--- config.mk ---
export PLATFORM = sky130hd
export DESIGN_NAME = multicycle_controller
export DESIGN_NICKNAME = d
export VERILOG_FILES = /design/src/rtl/mc_ctrl_pkg.sv /design/src/rtl/alu_decoder.sv /design/src/rtl/multicycle_controller.sv
export SDC_FILE = /design/constraint.sdc
export NUM_CORES = 1
export LEC_CHECK = 0
export ABC_CLOCK_PERIOD_IN_PS = 3100
export CAP_MARGIN = 0
export CELL_PAD_IN_SITES_DETAIL_PLACEMENT = 0
export CELL_PAD_IN_SITES_GLOBAL_PLACEMENT = 1
export CORE_MARGIN = 2
export CORE_UTILIZATION = 23
export DETAILED_ROUTE_END_ITERATION = 16
export GPL_TIMING_DRIVEN = 0
export PLACE_DENSITY = 0.84
export SLEW_MARGIN = 20
export SYNTH_ARGS = -nofsm -noshare
export SYNTH_HDL_FRONTEND = slang
export SYNTH_SLANG_ARGS = --single-unit
--- constraint.sdc ---
create_clock -name clk -period 3.1 [get_ports clk]
set_input_delay 0.775 -clock clk [delete_from_list [all_inputs] [get_ports clk]]
set_output_delay 0.775 -clock clk [all_outputs]
set_load 0.02 [all_outputs]
--- src/rtl/mc_ctrl_pkg.sv ---
`default_nettype none
// ============================================================================
// Package     : mc_ctrl_pkg
// Description : State codes, opcode/funct constants and ALU encodings shared
//               by the multicycle control FSM and its ALU decoder.
// Revision    : 1.0
// ============================================================================
package mc_ctrl_pkg;

    localparam int MC_STATE_W = 4;

    localparam logic [3:0] S_FETCH    = 4'd0;
    localparam logic [3:0] S_DECODE   = 4'd1;
    localparam logic [3:0] S_MEMADR   = 4'd2;
    localparam logic [3:0] S_MEMREAD  = 4'd3;
    localparam logic [3:0] S_MEMWB    = 4'd4;
    localparam logic [3:0] S_MEMWRITE = 4'd5;
    localparam logic [3:0] S_EXECUTE  = 4'd6;
    localparam logic [3:0] S_ALUWB    = 4'd7;
    localparam logic [3:0] S_BRANCH   = 4'd8;
    localparam logic [3:0] S_ADDIEX   = 4'd9;
    localparam logic [3:0] S_ADDIWB   = 4'd10;
    localparam logic [3:0] S_JUMP     = 4'd11;

    localparam logic [5:0] OP_RTYPE = 6'b000000;
    localparam logic [5:0] OP_LW    = 6'b100011;
    localparam logic [5:0] OP_SW    = 6'b101011;
    localparam logic [5:0] OP_BEQ   = 6'b000100;
    localparam logic [5:0] OP_J     = 6'b000010;
    localparam logic [5:0] OP_ADDI  = 6'b001000;

    localparam logic [5:0] FUNCT_ADD = 6'b100000;
    localparam logic [5:0] FUNCT_SUB = 6'b100010;
    localparam logic [5:0] FUNCT_AND = 6'b100100;
    localparam logic [5:0] FUNCT_OR  = 6'b100101;

    localparam logic [3:0] ALU_AND = 4'b0000;
    localparam logic [3:0] ALU_OR  = 4'b0001;
    localparam logic [3:0] ALU_ADD = 4'b0010;
    localparam logic [3:0] ALU_SUB = 4'b0110;

    localparam logic [1:0] ALUOP_ADD   = 2'b00;
    localparam logic [1:0] ALUOP_SUB   = 2'b01;
    localparam logic [1:0] ALUOP_FUNCT = 2'b10;

endpackage
`default_nettype wire

--- src/rtl/alu_decoder.sv ---
`default_nettype none
// ============================================================================
// Module      : alu_decoder
// Description : Maps the FSM's aluop and the instruction funct field onto the
//               4-bit ALU control code.
// Revision    : 1.0
// ============================================================================
module alu_decoder
    import mc_ctrl_pkg::*;
(
    input  logic [5:0] funct,
    input  logic [1:0] aluop,
    output logic [3:0] alucontrol
);

    always_comb begin
        alucontrol = ALU_ADD;
        case (aluop)
            ALUOP_SUB:   alucontrol = ALU_SUB;
            ALUOP_FUNCT: begin
                case (funct)
                    FUNCT_SUB: alucontrol = ALU_SUB;
                    FUNCT_AND: alucontrol = ALU_AND;
                    FUNCT_OR:  alucontrol = ALU_OR;
                    default:   alucontrol = ALU_ADD;
                endcase
            end
            default:     alucontrol = ALU_ADD;
        endcase
    end

endmodule
`default_nettype wire

--- src/rtl/multicycle_controller.sv ---
`default_nettype none
// ============================================================================
// Module      : multicycle_controller
// Description : Control FSM for the multicycle datapath: state register,
//               next-state logic, Moore output decode and PC-enable gating.
//               Build option MC_ADDI_EN adds the addi path (ADDIEX/ADDIWB).
// Revision    : 1.0
// ============================================================================
module multicycle_controller
    import mc_ctrl_pkg::*;
#(
    parameter int STATE_W = MC_STATE_W
)
(
    input  logic               clk,
    input  logic               reset,
    input  logic [5:0]         op,
    input  logic [5:0]         funct,
    input  logic               zero,
    output logic               pcen,
    output logic               iord,
    output logic               memwrite,
    output logic               irwrite,
    output logic               regdst,
    output logic               memtoreg,
    output logic               regwrite,
    output logic               alusrca,
    output logic [1:0]         alusrcb,
    output logic [1:0]         pcsrc,
    output logic [3:0]         alucontrol,
    output logic [STATE_W-1:0] state
);

    logic [3:0] r_state;
    logic       w_pcwrite;
    logic       w_branch;
    logic       w_aluen;
    logic [1:0] w_aluop;
    logic [3:0] w_dec_alu;

    always_ff @(posedge clk) begin
        if (reset) begin
            r_state <= S_FETCH;
        end else begin
            case (r_state)
                S_FETCH:    r_state <= S_DECODE;
                S_DECODE: begin
                    case (op)
                        OP_LW, OP_SW: r_state <= S_MEMADR;
                        OP_RTYPE:     r_state <= S_EXECUTE;
                        OP_BEQ:       r_state <= S_BRANCH;
                        OP_J:         r_state <= S_JUMP;
`ifdef MC_ADDI_EN
                        OP_ADDI:      r_state <= S_ADDIEX;
`endif
                        default:      r_state <= S_FETCH;
                    endcase
                end
                S_MEMADR:   r_state <= (op == OP_LW) ? S_MEMREAD : S_MEMWRITE;
                S_MEMREAD:  r_state <= S_MEMWB;
                S_EXECUTE:  r_state <= S_ALUWB;
`ifdef MC_ADDI_EN
                S_ADDIEX:   r_state <= S_ADDIWB;
`endif
                default:    r_state <= S_FETCH;
            endcase
        end
    end

    always_comb begin
        iord      = 1'b0;
        memwrite  = 1'b0;
        irwrite   = 1'b0;
        regdst    = 1'b0;
        memtoreg  = 1'b0;
        regwrite  = 1'b0;
        alusrca   = 1'b0;
        alusrcb   = 2'b00;
        pcsrc     = 2'b00;
        w_pcwrite = 1'b0;
        w_branch  = 1'b0;
        w_aluen   = 1'b0;
        w_aluop   = ALUOP_ADD;
        case (r_state)
            S_FETCH: begin
                irwrite   = 1'b1;
                w_pcwrite = 1'b1;
                alusrcb   = 2'b01;
                w_aluen   = 1'b1;
            end
            S_DECODE: begin
                alusrcb = 2'b11;
                w_aluen = 1'b1;
            end
            S_MEMADR: begin
                alusrca = 1'b1;
                alusrcb = 2'b10;
                w_aluen = 1'b1;
            end
            S_MEMREAD:  iord = 1'b1;
            S_MEMWB: begin
                regwrite = 1'b1;
                memtoreg = 1'b1;
            end
            S_MEMWRITE: begin
                iord     = 1'b1;
                memwrite = 1'b1;
            end
            S_EXECUTE: begin
                alusrca = 1'b1;
                w_aluen = 1'b1;
                w_aluop = ALUOP_FUNCT;
            end
            S_ALUWB: begin
                regwrite = 1'b1;
                regdst   = 1'b1;
            end
            S_BRANCH: begin
                alusrca  = 1'b1;
                pcsrc    = 2'b01;
                w_branch = 1'b1;
                w_aluen  = 1'b1;
                w_aluop  = ALUOP_SUB;
            end
`ifdef MC_ADDI_EN
            S_ADDIEX: begin
                alusrca = 1'b1;
                alusrcb = 2'b10;
                w_aluen = 1'b1;
            end
            S_ADDIWB:   regwrite = 1'b1;
`endif
            S_JUMP: begin
                pcsrc     = 2'b10;
                w_pcwrite = 1'b1;
            end
            default: ;
        endcase
        // Reset overrides the decode so an aborted instruction commits nothing
        if (reset) begin
            iord      = 1'b0;
            memwrite  = 1'b0;
            irwrite   = 1'b0;
            regdst    = 1'b0;
            memtoreg  = 1'b0;
            regwrite  = 1'b0;
            alusrca   = 1'b0;
            alusrcb   = 2'b00;
            pcsrc     = 2'b00;
            w_pcwrite = 1'b0;
            w_branch  = 1'b0;
            w_aluen   = 1'b1;
            w_aluop   = ALUOP_ADD;
        end
        pcen = w_pcwrite | (w_branch & zero);
    end

    alu_decoder u_alu_decoder (
        .funct      (funct),
        .aluop      (w_aluop),
        .alucontrol (w_dec_alu)
    );

    assign alucontrol = w_aluen ? w_dec_alu : ALU_AND;
    assign state      = STATE_W'(r_state);

endmodule
`default_nettype wire

After elaboration in Yosys (flattened, before gate mapping)
Cells that the tools add are included.
{"block": "totals", "ff_bits": 4, "in_bits": 15, "out_inout_bits": 20, "wordCells": 61}
{"block": "op_classes", "n_eq_ne": 18, "muxes": 32, "bitwise_logic": 2, "n_reduce_logical": 8}
{"cell": "== test 6 bit, second input constant", "count": 5}
{"cell": "2-to-1 mux 1 bit", "count": 20}
{"cell": "one-hot mux 4 bit (5 select lines)", "count": 1}
{"cell": "== test 4 x 3 -> 1 bit, second input constant", "count": 4}
{"cell": "one-hot mux 4 bit (4 select lines)", "count": 1}
{"cell": "one-hot mux 3 bit (3 select lines)", "count": 1}
{"cell": "== test 4 x 2 -> 1 bit, second input constant", "count": 2}
{"cell": "== test 4 bit, second input constant", "count": 2}
{"cell": "one-hot mux 2 bit (2 select lines)", "count": 2}
{"cell": "one-hot mux 4 bit (2 select lines)", "count": 1}
{"cell": "OR reduction 2 bit", "count": 4}
{"cell": "== test 6 x 2 -> 1 bit, second input constant", "count": 1}
{"cell": "== test 6 x 3 -> 1 bit, second input constant", "count": 1}
{"cell": "logical NOT 6 bit", "count": 1}
{"cell": "2-to-1 mux 2 bit", "count": 3}
{"cell": "one-hot mux 2 bit (3 select lines)", "count": 1}
{"cell": "OR reduction 5 bit", "count": 1}
{"cell": "== test 4 x 1 -> 1 bit, second input constant", "count": 1}
{"cell": "logical NOT 4 bit", "count": 1}
{"cell": "2-to-1 mux 4 bit", "count": 1}
{"cell": "2-to-1 mux 3 bit", "count": 1}
{"cell": "OR reduction 3 bit", "count": 1}
{"cell": "== test 2 x 1 -> 1 bit, second input constant", "count": 1}
{"cell": "== test 2 bit, second input constant", "count": 1}
{"cell": "2 further kinds", "count": 2}

Depth between registers and ports, before layout
{"block": "logic_depth", "depth_word": 6, "ltp_mapped": 8, "depth_no_buf": 8}

Modules after synthesis
A second synthesis with hierarchy kept.
{"block": "unflattened", "cells_unflattened": 82, "hier_area_um2": 568.0}
{"module": "multicycle_controller", "n_inst": 1, "cells_per_inst": 65, "area_each_um2": 441.7, "seq_area_each_um2": 80.1}
{"module": "alu_decoder", "n_inst": 1, "cells_per_inst": 17, "area_each_um2": 126.4, "seq_area_each_um2": 0.0}

Least setup slack after synthesis
No wires, ideal clock.
{"block": "synth_path", "path_kind": "input to output", "startpoint": "in reset", "endpoint": "out alucontrol[2]", "t_arrival_ps": 2375, "t_required_ps": 2325, "setup_slack_ps": -50, "path_stages": 8, "path_buffers": 1, "path_cell_list": "clkbuf_1 > or3_1 > inv_2 > ha_1 > nand2_1 > nor3_1 > a31oi_1 > nor3_1"}
{"block": "synth_via", "elab_chain_cells": 4, "elab_cells_between_ends": 6, "cone_classes": "2 x eq/ne; 4 x mux"}
{"item": "start, declared", "line": "multicycle_controller.sv:16", "text": "input logic reset,"}
{"item": "2-to-1 mux 2 bit", "line": "multicycle_controller.sv:140", "text": "if (reset) begin"}
{"item": "== test 2 bit or == test 2 x 1 -> 1 bit (tied branches)", "line": "alu_decoder.sv:18", "text": "case (aluop)"}
{"item": "one-hot mux 4 bit (2 select lines)", "line": "alu_decoder.sv:18"}
{"item": "2-to-1 mux 4 bit *", "line": "multicycle_controller.sv:164", "text": "assign alucontrol = w_aluen ? w_dec_alu : ALU_AND;"}
{"item": "end, declared", "line": "multicycle_controller.sv:30", "text": "output logic [3:0] alucontrol,"}
Every way passes the cells marked *; elsewhere a longest branch is shown, timed or not.

Worst setup path in the final report
{"block": "layout_path", "startpoint": "in reset", "endpoint": "out alucontrol[1]"}
The elaborated chain is that of the path after synthesis.

==> results.toml <==
[placement]
hpwlAfterDp_mm = 1.340
portBuffers = 33
place.gp.congestion = 0.7806
pre_cts_slack_ps = -1087

[synth]
synth-edff-count = 0
ys_seq_elements = 4
netlist_area_sq_um = 541.8
synth_warnings = 0
synthCells = 76
yosysMostFrequentCell = "nor3_1"
synth_top_flop_cell = "dfxtp_1"
synthTopCellsByCount = "nor3_1, nor2_1, nand2b_1"
synthArstFlopShare = 0
synth.area.top_cells = "dfxtp_1, nor3_1, nor2_1"
yosysTopAreaCell = "dfxtp_1"
syn_nets = 93
yosysUniqueCellTypes = 32
ys_seq_area_frac = 0.1478
avgSynthCellArea_sq_um = 7.129
synth_top_area_frac = 0.1478

[routing]
wl_per_cell_um = 12.91
first_pass_iters = 4
drc = 0
post_drt_via_cell_ratio = 4.979
drtIter0Drc = 9
wl_mm = 1.833
vias = 707
ant_nets = 0

[flow_run]
cap_viol_max_count = 0

[setup_path]
cp_max_fo = 4
cp.required_ps = 2320
path_class = "input pin to output port"
worstPathArrival_ps = 2300
end_kind = "output port"
worstSetupStartpointType = "input pin"

[global_route]
antenna_found_initial = 0
grt_start_max_net_pins = 11
overflow = 0
grt_usage = 0.1467
grt_pass1_wl_mm = 2.994
grt_pass1_vias = 715

[clock_network]
hold_buffers = 0
clockBufferDepth = 2
tritoncts = "built"
htree_levels = 1
clk_pin_slew_ps = 40
clkLatencyLatePin_ps = 240
cts_inserted_buffers = 3
clock_sinks = 4
cts_root_buffer = "clkbuf_4"

[sta]
hold_violations = 0
setup_tns_ps = 0
fin_worst_skew_ps = 0.4850
whs_ps = 663.1
min_period_ps = 3072
rsz0062_at_grt = "yes"
setup_violations = 0
fmax_mhz = 325.5
fin_crit_sh = 0.9909
fin_ws_ps = 28.24
slew_violations = 0

[pwr]
switchingPower_uw = 59.53
clkPwrFrac = 0.333
p_per_area_nw_per_um2 = 189.2
internal-power_uw = 136.9
switching_share = 0.3030
power.total_uw = 196.5
power_frac_comb = 0.385
max-vdd-ir-drop_mv = 0.1703
leakage_uw = 0.0003404
seqPwrFrac = 0.282

[min_path]
hp-class = "register to register"

[cells_and_area]
nets = 133
drive_gt1_frac = 0.2281
antenna_cells = 0
area_growth_pct = 91.69
largest_reg_flops = 4
fillerInstances = 237

[floorplanning]
ios = 35
die_w_um = 52.54
die_h_um = 52.54
start_util = 0.2449
die-area_sq_um = 2760
num_rows = 17
core_area_sq_um = 2212

[status]
status = "completed"
## per-stage QoR
stage	util	std cells	instance area (sq um)
finish	0.4695	142	1039
detailed placement	0.4146	137	917.1
floorplan	-	76	551.8
global route	0.4695	142	1039
CTS	0.4531	142	1002
global placement	0.4146	137	917.1
## cell families (layout without fill, tap and decap cells)
family                   count (synthesis)  in the layout  synth area share
AO/OA/AOI/OAI                           14             14            0.1824
XOR/XNOR                                 3              3           0.04851
adder cells (fa/ha/maj)                  2              2           0.04618
buffers and inverters                    8             46           0.06235
flip-flops                               4              4            0.1478
other                                    1              1          0.006922
AND/OR/NAND/NOR                         44             44            0.5058
## power by group through the flow
stage / clock, uW / combinational [uW] / sequential (uW)
after floorplan: 0 / 30.6 / 57.1
after global placement: 0 / 69.5 / 55.9
after detailed placement: 0 / 70.1 / 55.9
after CTS: 68.1 / 75.1 / 55.3
after global routing: 75.2 / 81.9 / 55.5
final: 65.5 / 75.6 / 55.3
## per-layer routing
metal / global-route usage / routed length, um / up-vias
met3: 0.05143 / 143 / 0
li1: - / - / 363
met4: 0.03846 / 0 / 0
met1: 0.1524 / 724 / 316
met5: 0 / 0 / -
met2: 0.2750 / 965 / 28
## layout make-up
type | count | area, sq um | share of cell area
Clock buffer | 3 | 22.52 | 0.02169
Timing Repair Buffer | 35 | 341.6 | 0.3289
Inverter | 2 | 7.507 | 0.007229
Sequential cell | 4 | 80.08 | 0.07711
Multi-Input combinational cell | 64 | 515.5 | 0.4964
Buffer | 6 | 36.28 | 0.03494
Tap cell | 28 | 35.03 | 0.03373
## final timing paths
path | to | cells after the start | slack (ps) | start
max | alucontrol[1] | 8 | 30 | reset
min | state[1] | 2 | 660 | state[1]
max reg2reg | state[1] | 3 | 1540 | state[2]
min reg2reg | state[1] | 2 | 660 | state[1]
## placed cells by master (no fill, tap or decap), types with 2 or more instances in the layout
cell type	instances
nor2b_1	4
dfxtp_1	4
nor2_1	8
buf_1	3
a211oi_1	2
clkbuf_4	3
nand2_1	2
a21oi_1	2
xnor2_1	3
nand2b_1	5
ha_4	2
nor3_1	9
buf_4	6
nor3_2	3
clkdlybuf4s50_1	28
nor4_1	2
or3_4	2
a31oi_1	3
o31ai_1	2
## repair_timing
item | 4_1_cts | 5_1_grt
resized for setup | 30 | 6
setup buffers | 2 | 0
setup endpoints to repair | 13 | 4
pin swaps | 5 | 2
## critical path, stage by stage
cell       delay [ps]
buf_6             100
clkbuf_8          120
or3_4             350
ha_4              250
nand4bb_4         180
o32ai_2           240
a21oi_1           100
buf_4             180
Note: power is estimated with default switching activity, not from simulation.
